[config.mk]
export PLATFORM = sky130hd
export DESIGN_NAME = mini_cnn_mc_unit
export DESIGN_NICKNAME = d
export VERILOG_FILES = /design/src/rtl/mini_cnn_mc_unit.sv
export SDC_FILE = /design/constraint.sdc
export NUM_CORES = 1
export LEC_CHECK = 0
export CAP_MARGIN = 10
export CORE_MARGIN = 4
export CORE_UTILIZATION = 50
export CTS_CLUSTER_DIAMETER = 50
export DETAILED_ROUTE_END_ITERATION = 8
export PLACE_DENSITY = 0.65
export SKIP_LAST_GASP = 1
export SLEW_MARGIN = 20
export SYNTH_ARGS = -nofsm -noshare
export SYNTH_HDL_FRONTEND = slang
export SYNTH_SLANG_ARGS = --single-unit
[constraint.sdc]
create_clock -name clk -period 32.9 [get_ports clk]
set_input_delay 3.29 -clock clk [delete_from_list [all_inputs] [get_ports clk]]
set_output_delay 3.29 -clock clk [all_outputs]
set_load 0.01 [all_outputs]
[src/rtl/mini_cnn_mc_unit.sv]
// Multi-channel mini CNN compute unit: streams in CHANNELS pixel/kernel windows,
// then reduces them with MAC, MAC+ReLU, max-pool or sum-pool into one saturated result.
module mini_cnn_mc_unit #(
    parameter int WINDOW   = 3,
    parameter int CHANNELS = 2,
    parameter int DATA_W   = 8,
    parameter int ACC_W    = 32,
    parameter int OUT_W    = 16,
    localparam int NN      = WINDOW * WINDOW,
    localparam int TOTAL   = CHANNELS * NN,
    localparam int DEPTH   = 2 * TOTAL,
    localparam int IDX_W   = $clog2(DEPTH)
) (
    input  logic                     clk,
    input  logic                     reset,
    input  logic                     load_start,
    input  logic                     in_valid,
    output logic                     in_ready,
    input  logic signed [DATA_W-1:0] in_data,
    input  logic                     start,
    input  logic [1:0]               mode,
    input  logic [4:0]               shift,
    input  logic signed [ACC_W-1:0]  bias,
    output logic signed [OUT_W-1:0]  result_out,
    output logic                     result_valid,
    output logic                     busy,
    output logic                     overflow_flag,
    output logic [IDX_W-1:0]         current_index
);

    typedef enum logic [1:0] {IDLE, LOAD, RUN, FINISH} state_t;

    localparam logic [1:0] M_MAC  = 2'b00;
    localparam logic [1:0] M_RELU = 2'b01;
    localparam logic [1:0] M_MAX  = 2'b10;
    localparam logic [1:0] M_SUM  = 2'b11;

    localparam logic signed [ACC_W-1:0] MAX_SEED =
        {{(ACC_W-DATA_W+1){1'b1}}, {(DATA_W-1){1'b0}}};

    // Accumulator saturation: the ACC_W+1 bit sum overflowed when its top two bits differ.
    function automatic logic acc_clips(input logic signed [ACC_W:0] x);
        return x[ACC_W] != x[ACC_W-1];
    endfunction

    function automatic logic signed [ACC_W-1:0] sat_acc(input logic signed [ACC_W:0] x);
        if (!acc_clips(x))
            return x[ACC_W-1:0];
        return x[ACC_W] ? {1'b1, {(ACC_W-1){1'b0}}} : {1'b0, {(ACC_W-1){1'b1}}};
    endfunction

    function automatic logic out_clips(input logic signed [ACC_W-1:0] x);
        return x[ACC_W-1:OUT_W-1] != {(ACC_W-OUT_W+1){x[ACC_W-1]}};
    endfunction

    function automatic logic signed [OUT_W-1:0] sat_out(input logic signed [ACC_W-1:0] x);
        if (!out_clips(x))
            return x[OUT_W-1:0];
        return x[ACC_W-1] ? {1'b1, {(OUT_W-1){1'b0}}} : {1'b0, {(OUT_W-1){1'b1}}};
    endfunction

    // Floor shift for the arithmetic modes; max-pool passes through untouched.
    function automatic logic signed [ACC_W-1:0] requant(input logic signed [ACC_W-1:0] a,
                                                        input logic [1:0] md,
                                                        input logic [4:0] sh);
        logic signed [ACC_W-1:0] s;
        s = a >>> sh;
        if (md == M_MAX)
            return a;
        if (md == M_RELU && s < 0)
            return '0;
        return s;
    endfunction

    state_t                    state;
    logic signed [DATA_W-1:0]  mem [DEPTH];
    logic [IDX_W-1:0]          idx;
    logic signed [ACC_W-1:0]   acc;
    logic [1:0]                mode_q;
    logic [4:0]                shift_q;

    logic [IDX_W-1:0]          ker_addr;
    logic signed [DATA_W-1:0]  pix_k, ker_k;
    logic signed [2*DATA_W-1:0] prod;
    logic signed [ACC_W:0]     term, sum_ext;
    logic signed [ACC_W-1:0]   pix_ext, fin_val;

    assign current_index = idx;
    assign ker_addr      = idx + IDX_W'(TOTAL);

    always_comb begin
        pix_k   = mem[idx];
        ker_k   = mem[ker_addr];
        prod    = pix_k * ker_k;
        pix_ext = {{(ACC_W-DATA_W){pix_k[DATA_W-1]}}, pix_k};
        if (mode_q == M_SUM)
            term = {{(ACC_W+1-DATA_W){pix_k[DATA_W-1]}}, pix_k};
        else
            term = {{(ACC_W+1-2*DATA_W){prod[2*DATA_W-1]}}, prod};
        sum_ext = {acc[ACC_W-1], acc} + term;
        fin_val = requant(acc, mode_q, shift_q);
    end

    // Window buffer holds data only, so it is written without reset.
    always_ff @(posedge clk) begin
        if (state == LOAD && in_valid && in_ready)
            mem[idx] <= in_data;
    end

    always_ff @(posedge clk or posedge reset) begin
        if (reset) begin
            state         <= IDLE;
            idx           <= '0;
            acc           <= '0;
            mode_q        <= M_MAC;
            shift_q       <= '0;
            result_out    <= '0;
            result_valid  <= 1'b0;
            busy          <= 1'b0;
            overflow_flag <= 1'b0;
            in_ready      <= 1'b0;
        end else begin
            result_valid <= 1'b0;
            case (state)
                IDLE: begin
                    idx <= '0;
                    if (load_start) begin
                        state    <= LOAD;
                        in_ready <= 1'b1;
                        busy     <= 1'b1;
                    end else if (start) begin
                        state         <= RUN;
                        busy          <= 1'b1;
                        mode_q        <= mode;
                        shift_q       <= shift;
                        overflow_flag <= 1'b0;
                        case (mode)
                            M_MAX:   acc <= MAX_SEED;
                            M_SUM:   acc <= '0;
                            default: acc <= bias;
                        endcase
                    end
                end
                LOAD: begin
                    if (in_valid && in_ready) begin
                        if (idx == IDX_W'(DEPTH-1)) begin
                            state    <= IDLE;
                            in_ready <= 1'b0;
                            busy     <= 1'b0;
                            idx      <= '0;
                        end else begin
                            idx <= idx + IDX_W'(1);
                        end
                    end
                end
                RUN: begin
                    if (mode_q == M_MAX) begin
                        if (pix_ext > acc)
                            acc <= pix_ext;
                    end else begin
                        acc <= sat_acc(sum_ext);
                        if (acc_clips(sum_ext))
                            overflow_flag <= 1'b1;
                    end
                    if (idx == IDX_W'(TOTAL-1)) begin
                        state <= FINISH;
                        idx   <= '0;
                    end else begin
                        idx <= idx + IDX_W'(1);
                    end
                end
                FINISH: begin
                    result_out   <= sat_out(fin_val);
                    result_valid <= 1'b1;
                    if (out_clips(fin_val))
                        overflow_flag <= 1'b1;
                    busy  <= 1'b0;
                    state <= IDLE;
                end
                default: state <= IDLE;
            endcase
        end
    end

endmodule

-- Word level (Yosys, flattened, before mapping)
Memory sizes are Yosys's and may differ from the RTL's.
Cells that the tools add are included.
Widths: inputs -> output; s select.
- bits of input ports: 52
- bits in writable memories: 288
- memories kept: 1
- word-level logic and storage cells: 110
- register bits: 67
- output and inout bits: 26
- memories (memory ; words ; width ; rd ports ; clocked after Yosys merged registers in ; wr ports ; RTL line ; RTL):
    mem ; 36 ; 8 ; 2 ; 0 ; 1 ; 76 ; logic signed [DATA_W-1:0] mem [DEPTH];
- equality and inequality tests: 23
- multipliers: 1
- order comparisons: 2
- reduce and logical (&&, ||, !) cells: 17
- shifts and indexed selects: 1
- muxes and demuxes: 51
- add/sub/neg operators: 3
- bitwise operators: 1
- operators by type and width (kind ; count):
    $mux 32 ; 11
    $pmux 32 s2 ; 2
    $mux 16 ; 3
    $add 33x33->33 ; 1
    $mux 33 ; 1
    $gt 8x32->1 ; 1
    $lt 32x1->1 const B ; 1
    $sshr 32x5->32 ; 1
    $mux 1 ; 21
    $mux 6 ; 3
    $pmux 6 s3 ; 1
    $mul 8x8->16 ; 1
    $ne 16x16->1 ; 1
    $reduce_and 4->1 ; 4
    $ne 2x2->1 const B ; 7
    $eq 2x2->1 const B ; 6
    $mux 2 ; 5
    $reduce_bool 3->1 ; 3
    $pmux 2 s4 ; 1
    $add 6x1->6 const B ; 1
    $add 6x5->6 const B ; 1
    $eq 6x5->1 const B ; 1
    $eq 6x6->1 const B ; 1
    $ne 3x3->1 const B ; 2
    other kinds (12) ; 19

-- Longest topological paths before layout
Gate-level depths: netlist of the first run.
An unclocked memory read counts as a cell.
- depth after elaboration: 12
- gate-level depth with buffers: 44
- mapped depth without buffers: 36

-- Worst setup path after synthesis of the first run
No wires, ideal clock.
- path type: reg2reg
- from: register idx[1] (netlist: current_index[1])
- to: register acc[22]
- buffers on the path: 8
- slack: 22.088 ns
- arrival: 10.727 ns
- clock period less this slack: 10.812 ns
- required time: 32.814 ns
- stages on the path, launching flop included: 43
- library setup time: 0.086 ns
- path through: dfrtp_1 -> buf_2 -> buf_2 -> buf_2 -> inv_1 -> ha_1 -> buf_1 -> clkbuf_1 -> mux4_2 -> mux4_2 -> mux2i_1 -> nor2_1 -> a21oi_1 -> nand2b_1 -> fa_1 -> fa_1 -> inv_1 -> fa_1 -> [... 7 more ...] -> o21bai_1 -> a211o_1 -> a2111oi_0 -> or3_1 -> nand3_1 -> ha_1 -> clkbuf_1 -> and3_1 -> nand2_1 -> or3_1 -> a211oi_1 -> o31a_1 -> buf_2 -> nor2_1 -> a31oi_1 -> buf_2 -> nand3_1 -> a32oi_1
- word-level cells in the longest chain between the ends: 12
- elaborated cells between the ends (all ways): 18
- classes of those cells: 2 x add/sub; 1 x mul; 1 x order compare; 2 x eq/ne; 10 x mux; 1 x reduce/logical; 1 x memory
- RTL lines (element ; RTL line ; RTL):
    from (decl) ; 77 ; logic [IDX_W-1:0] idx;
    from (signal assigned) ; 152 ; idx <= idx + IDX_W'(1);
    from (signal assigned) ; 169 ; idx <= idx + IDX_W'(1);
    $add 6x5->6 ; 89 ; assign ker_addr = idx + IDX_W'(TOTAL);
    $mem_v2 36x8 * ; n/a ;
    $mul 8x8->16 ; 94 ; prod = pix_k * ker_k;
    $mux 33 ; 96 ; if (mode_q == M_SUM)
    $add 33x33->33 ; 100 ; sum_ext = {acc[ACC_W-1], acc} + term;
    $ne 1x1->1 ; 43 ; return x[ACC_W] != x[ACC_W-1];
    $mux 1 ; 47 ; if (!acc_clips(x))
    $mux 1 ; 157 ; if (mode_q == M_MAX) begin
    $mux 1 ; 124 ; case (state)
    $mux 32 ; 49 ; return x[ACC_W] ? {1'b1, {(ACC_W-1){1'b0}}} : {1'b0, {(ACC_W-1){1'b1}}};
    $mux 32 ; 157 ;
    $pmux 32 s2 ; 124 ;
    to (signal assigned) ; 140 ; default: acc <= bias;
    to (signal assigned) ; 159 ; acc <= pix_ext;
    to (signal assigned) ; 161 ; acc <= sat_acc(sum_ext);
    to (decl) ; 78 ; logic signed [ACC_W-1:0] acc;
Mark *: on every way between the ends. The rest lies on a longest branch, timed or not. The select of a mux whose other input is x is not followed.
A chain may end at the register's enable or synchronous reset.

-- Worst setup path after layout of the first run
- from: register idx[1] (netlist: current_index[1])
- to: register acc[2]
Same word-level chain as after synthesis.

==> reports/qor.txt, run 1 <==
status: completed
vias per inst: 6.54
Starting Density: 50.9%
final-report hold violation count: 0
Die Area: 52500 um2
Reg clk slew, reported paths: 0.06 ns
initial antenna violation count: 0
First DRT Iteration DRCs: 1816
Net Count, Synth: 2201
vias in the first global route: 17500
Netlist Area Pre-Place: 24500 um2
H-tree Lvls: 2
Max VDD drop: 47.3 uV
Top cell by count, worst path: inv_1
unrepaired setup endpoints after global routing: false
Crit Path Class: flop to flop
Worst R2R Path Depth: 36
Skew-Pair Late Insertion Delay: 0.61 ns
CP required: 33.35 ns
synthesized flop and latch total: 355
Post-DRT Antenna Nets: 0
setup_tns: 0 ns
nets@finish: 2252
Mapped Cells: 1988
YS warnings: 0
Finished Core Util: 57.0%
clk root buf: clkbuf_16
first-pass GRT wire length: 107000 um
max_slew headroom: 20.0%
CTS sink cnt: 355
Seq/Total Area, Yosys: 42.2%
min cycle time layout: 13.16 ns
Setup Buffers After CTS: 0
Die X: 229 um
Seq pwr share: 46.9%
top_reg_cell synth: edfxtp_1
largest net degree at the start of global routing: 68
CTS Buffer Depth: 3
Post-synth EDFFs: 288
total CTS buffers: 46
Port Buffer Count: 77
largest fanout on the critical path: 50
IO Pins: 78
setup slack after layout: 19.74 ns
Via Count: 17600
Comb pwr share: 4.9%
drt total wl: 70900 um
CTS tree: yes
Setup WS pre-CTS: 19.93 ns
worst hold-check path type: flop to flop
delay-heaviest family, CP: adder cells
fill count: 3888
GR Util All Layers: 26.6%
MaxCap Viol Count: 0
Clk pwr share: 48.1%
area leader, netlist: edfxtp_1
post_cts resized: 0
worst slew pin tran: 1.20 ns
CP startpoint kind: flop
reg2reg end: acc[2]
drt pass-1 iters: 8
Tcrit/Tclk final: 40.0%
Internal: 806 uW
CP endpoint kind: flop
most frequent cell after synthesis: edfxtp_1
chip height: 229 um
Achievable Freq: 0.0760 GHz
hold_sp: result_out[12]
most frequent cells after synthesis: edfxtp_1 (288), mux4_2 (195), nor2_1 (168)
Psw: 244 uW
Worst R2R Start: current_index[1]
sw frac: 23.2%
Hold Crit Depth: 1
diode count: 0
synth top area cells: edfxtp_1 (35%), mux4_2 (18%), dfrtp_1 (6.9%)
Synth cell types: 85
max-slew violations: 0
row count: 80
cts hold-fix bufs: 0
crit path buf inv count: 7
Critical Path Max Stage Delay: 0.89 ns
CP Data Arrival Time: 13.61 ns
HPWL after DPL: 50300 um
Leakage: 10.3 nW
Core ar.: 48000 um2
Slowest-stage cell, CP: dfrtp_4
WL per Instance: 26.4 um
share of layout cells above drive strength 1: 19.3%
DRC errors left: 0
PwrDens: 38.3 nW/um2
routability cong.: 0.923
Post-synth ARST share: 18.9%
GRT Residual Overflow: 0
endpoints failing setup: 0
Mean Syn Cell Area: 12.3 um2
Area Growth Syn to Fin: 11.9%
R2R setup slack: 19.74 ns
final clock skew: 0.0289 ns
post-synth top area share: 35.4%
Hold EP: result_out[12]
==> through the flow <==
| step | hold WS (ns) | instance area, um2 | total power, mW | std cells |
|---|---|---|---|---|
| detailed placement | 0.497 | 25800 | 0.553 | 2606 |
| floorplan | 0.519 | 24500 | 0.528 | 1988 |
| global route | 0.537 | 27400 | 1.08 | 2690 |
| finish | 0.505 | 27400 | 1.05 | 2690 |
| global placement | 0.492 | 25800 | 0.552 | 2606 |
| CTS | 0.507 | 27400 | 1.06 | 2690 |
==> cells by family after synthesis <==
family / count (synthesis) / synth area share (%)
AO/OA/AOI/OAI: 449 / 11.7
AND/OR/NAND/NOR: 422 / 7.83
flip-flops: 355 / 42.2
multiplexers: 282 / 22.0
buffers and inverters: 272 / 4.65
adder cells (fa/ha/maj): 163 / 10.0
XOR/XNOR: 45 / 1.61
==> state kept, by name, summed over array words and instances (netlist names) <==
signal and flops:
state 2, shift_q 5, overflow_flag 1, busy 1
mem 288, mode_q 2, result_valid 1, acc 32
current_index 6, result_out 16, in_ready 1
==> cells in the final DEF, fill, tap and decap left out, types with 12 or more instances in the layout <==
master / count
edfxtp_1: 288
mux4_2: 195
nor2_1: 163
inv_1: 150
a21oi_1: 148
nand2_1: 121
ha_1: 103
o21ai_0: 90
clkdlybuf4s50_1: 75
dfrtp_1: 63
fa_1: 56
mux2i_1: 48
clkbuf_16: 46
buf_4: 43
a211oi_1: 39
a21o_1: 34
xnor2_1: 29
mux2_2: 28
nand3_1: 20
nand4_1: 19
nand2b_1: 17
xor2_1: 15
or2_2: 14
nor3_1: 14
o22ai_1: 12
o21bai_1: 12
==> power groups by stage <==
stage	Combinational, mW	Sequential (mW)	Clock (mW)
finish	0.0517	0.493	0.505
global route	0.0563	0.493	0.532
CTS	0.0511	0.492	0.512
detailed placement	0.0508	0.502	0
global placement	0.0504	0.502	0
floorplan	0.0292	0.499	0
==> cell type report <==
| type | count | area, um2 | area share [%] |
|---|---|---|---|
| Clock inverter | 31 | 365 | 1.34 |
| Clock buffer | 53 | 1190 | 4.34 |
| Tap cell | 615 | 769 | 2.81 |
| Sequential cell | 355 | 10300 | 37.8 |
| Multi-Input combinational cell | 1361 | 13000 | 47.7 |
| Timing Repair Buffer | 120 | 1080 | 3.96 |
| Inverter | 155 | 582 | 2.13 |
==> worst max-delay path by stage <==
stage                      from  endpoint  slack, ns  cells after the start
2_1_floorplan  current_index[1]   acc[22]      22.09                     42
3_3_place_gp   current_index[1]    acc[2]      20.21                     36
3_5_place_dp   current_index[1]    acc[4]      19.93                     36
4_1_cts        current_index[1]    acc[4]      19.82                     36
5_1_grt        current_index[1]    acc[2]      18.94                     36
6_report       current_index[1]    acc[2]      19.74                     36
==> per-layer routing <==
metal,vias to the layer above,routed length [um],global-route usage [%]
li1,7741,-,-
met1,8855,27300,34.5
met2,841,35100,45.1
met3,164,5360,3.98
met4,0,3170,11.3
met5,-,0,0
Note: power is estimated with default switching activity, not from simulation.
==> run 2, diff against run 1 <==
Settings changed: PLACE_DENSITY 0.65 to 0.68.
Clock period 32.9 ns to 11.7 ns, I/O delays scaled along.
==> reports/qor.txt, run 2 (synthesis gave the netlist of run 1 again) <==
largest fanout on the critical path: 26 (-48%)
delay-heaviest family, CP: adder cells
hold_sp: result_out[5]
First DRT Iteration DRCs: 2394 (+32%)
CP startpoint kind: flop
MaxCap Viol Count: 0 (unchanged)
Reg clk slew, reported paths: 0.06 ns (about the same)
DRC errors left: 0 (unchanged)
worst slew pin tran: 1.17 ns (-0.0278 ns)
Slowest-stage cell, CP: ha_1
CP Data Arrival Time: 11.31 ns (-2.30 ns)
Leakage: 10.4 nW (+0.40%)
routability cong.: 0.951 (+3.0%)
overall power: 2.92 mW (+180%)
max_slew headroom: 21.9% (+1.9 points)
final clock skew: 0.0330 ns (+0.00414 ns)
Die X: 229 um (unchanged)
Post-DRT Antenna Nets: 0 (unchanged)
unrepaired setup endpoints after global routing: false
Via Count: 18100 (+2.9%)
CP required: 12.14 ns (-21.21 ns)
chip height: 229 um (unchanged)
WHS: 0.512 ns (+0.00627 ns)
nets@finish: 2257 (+0.22%)
Area Growth Syn to Fin: 12.1%
PwrDens: 107 nW/um2 (+180%)
drt total wl: 71700 um (+1.1%)
Skew-Pair Late Insertion Delay: 0.59 ns (-0.02 ns)
worst hold-check path type: flop to flop
WL per Instance: 26.6 um (+0.97%)
most frequent cells in the layout: edfxtp_1 (288), mux4_2 (195), nor2_1 (167)
Crit Path Class: flop to flop
setup_tns: 0 ns (unchanged)
Max VDD drop: 138 uV (+190%)
H-tree Lvls: 2 (unchanged)
row count: 80 (unchanged)
total CTS buffers: 43 (-6.5%)
endpoints failing setup: 0 (unchanged)
biggest registers after layout: mem (288), acc (32), result_out (16)
vias in the first global route: 17700 (+0.88%)
first-pass GRT wire length: 109000 um (+1.6%)
Crit. Startpoint: current_index[2]
Top reg by flops: mem
HPWL after DPL: 51200 um (+1.6%)
IO Pins: 78 (unchanged)
cts hold-fix bufs: 0 (unchanged)
CTS Buffer Depth: 3 (unchanged)
initial antenna violation count: 2 (+2)
Critical Path Max Stage Delay: 0.60 ns (-0.29 ns)
number of flip-flops in the largest register: 288 (unchanged)
max-slew violations: 0 (unchanged)
Die Area: 52500 um2 (unchanged)
commonest non-fill, non-tap cell in the layout: edfxtp_1
GR Util All Layers: 26.9% (+0.32 points)
largest net degree at the start of global routing: 97 (+43%)
clk root buf: clkbuf_16
Worst R2R Start: current_index[2]
Setup Buffers After CTS: 0 (unchanged)
CTS tree: yes
final-report hold violation count: 0 (unchanged)
Core ar.: 48000 um2 (unchanged)
status: completed
GRT Residual Overflow: 0 (unchanged)
crit path buf inv count: 7 (unchanged)
Tcrit/Tclk final: 92.9% (+53 points)
Port Buffer Count: 77 (unchanged)
min cycle time layout: 10.87 ns (-2.29 ns)
CP endpoint kind: flop
fill count: 3833 (-1.4%)
Starting Density: 50.9% (unchanged)
vias per inst: 6.72 (+2.8%)
CTS sink cnt: 355 (unchanged)
drt pass-1 iters: 5 (-3)
post_cts resized: 0 (unchanged)
Achievable Freq: 0.0920 GHz (+21%)
share of layout cells above drive strength 1: 19.2% (-0.076 points)
## run 2: power by group
group / switching, mW / internal [mW] / total (mW)
clock: 0.567 / 0.819 / 1.39
sequential: 0.0176 / 1.37 / 1.39
combinational: 0.0863 / 0.0608 / 0.147
total: 0.671 / 2.25 / 2.92
## run 2: path summary, 6_finish.rpt
| path | endpoint | slack, ns | cells past startpoint |
|---|---|---|---|
| worst max-delay path | acc[2] | 0.83 | 36 |
| worst min-delay path | result_out[5] | 0.51 | 1 |
| worst max register to register | acc[2] | 0.83 | 36 |
| worst min register to register | result_out[5] | 0.51 | 1 |
| max in group asynchronous | current_index[1] | 9.82 | 3 |
| min in group asynchronous | result_out[13] | 1.18 | 3 |
## run 2: final cells by class
type	count	area, um2	area share, %
multi-input cells	1362	13100	47.6
flip-flops and latches	355	10300	37.7
repair buffers	127	1210	4.42
clock buffers	52	1140	4.16
well taps	615	769	2.81
inverters	155	582	2.12
clock inverters	27	328	1.20
diodes	1	2.50	0.00913
## run 2: through the flow
| step | cell area, um2 | worst slack, ns | instances | utilization, % |
|---|---|---|---|---|
| after floorplan | 24500 | 0.888 | 1988 | - |
| after global placement | 25900 | 0.705 | 2612 | 53.9 |
| after detailed placement | 25900 | 0.222 | 2612 | 53.9 |
| after CTS | 27400 | 0.182 | 2691 | 57.0 |
| after global routing | 27400 | 0.0408 | 2693 | 57.1 |
| final | 27400 | 0.826 | 2694 | 57.1 |
## run 2: layer usage
| metal | global-route usage, % | up-vias | wire length [um] |
|---|---|---|---|
| met5 | 0 | - | 0 |
| met4 | 7.21 | 0 | 1950 |
| met3 | 6.55 | 137 | 8380 |
| met2 | 40.1 | 1073 | 31800 |
| met1 | 40.0 | 9174 | 29600 |
| li1 | - | 7732 | - |
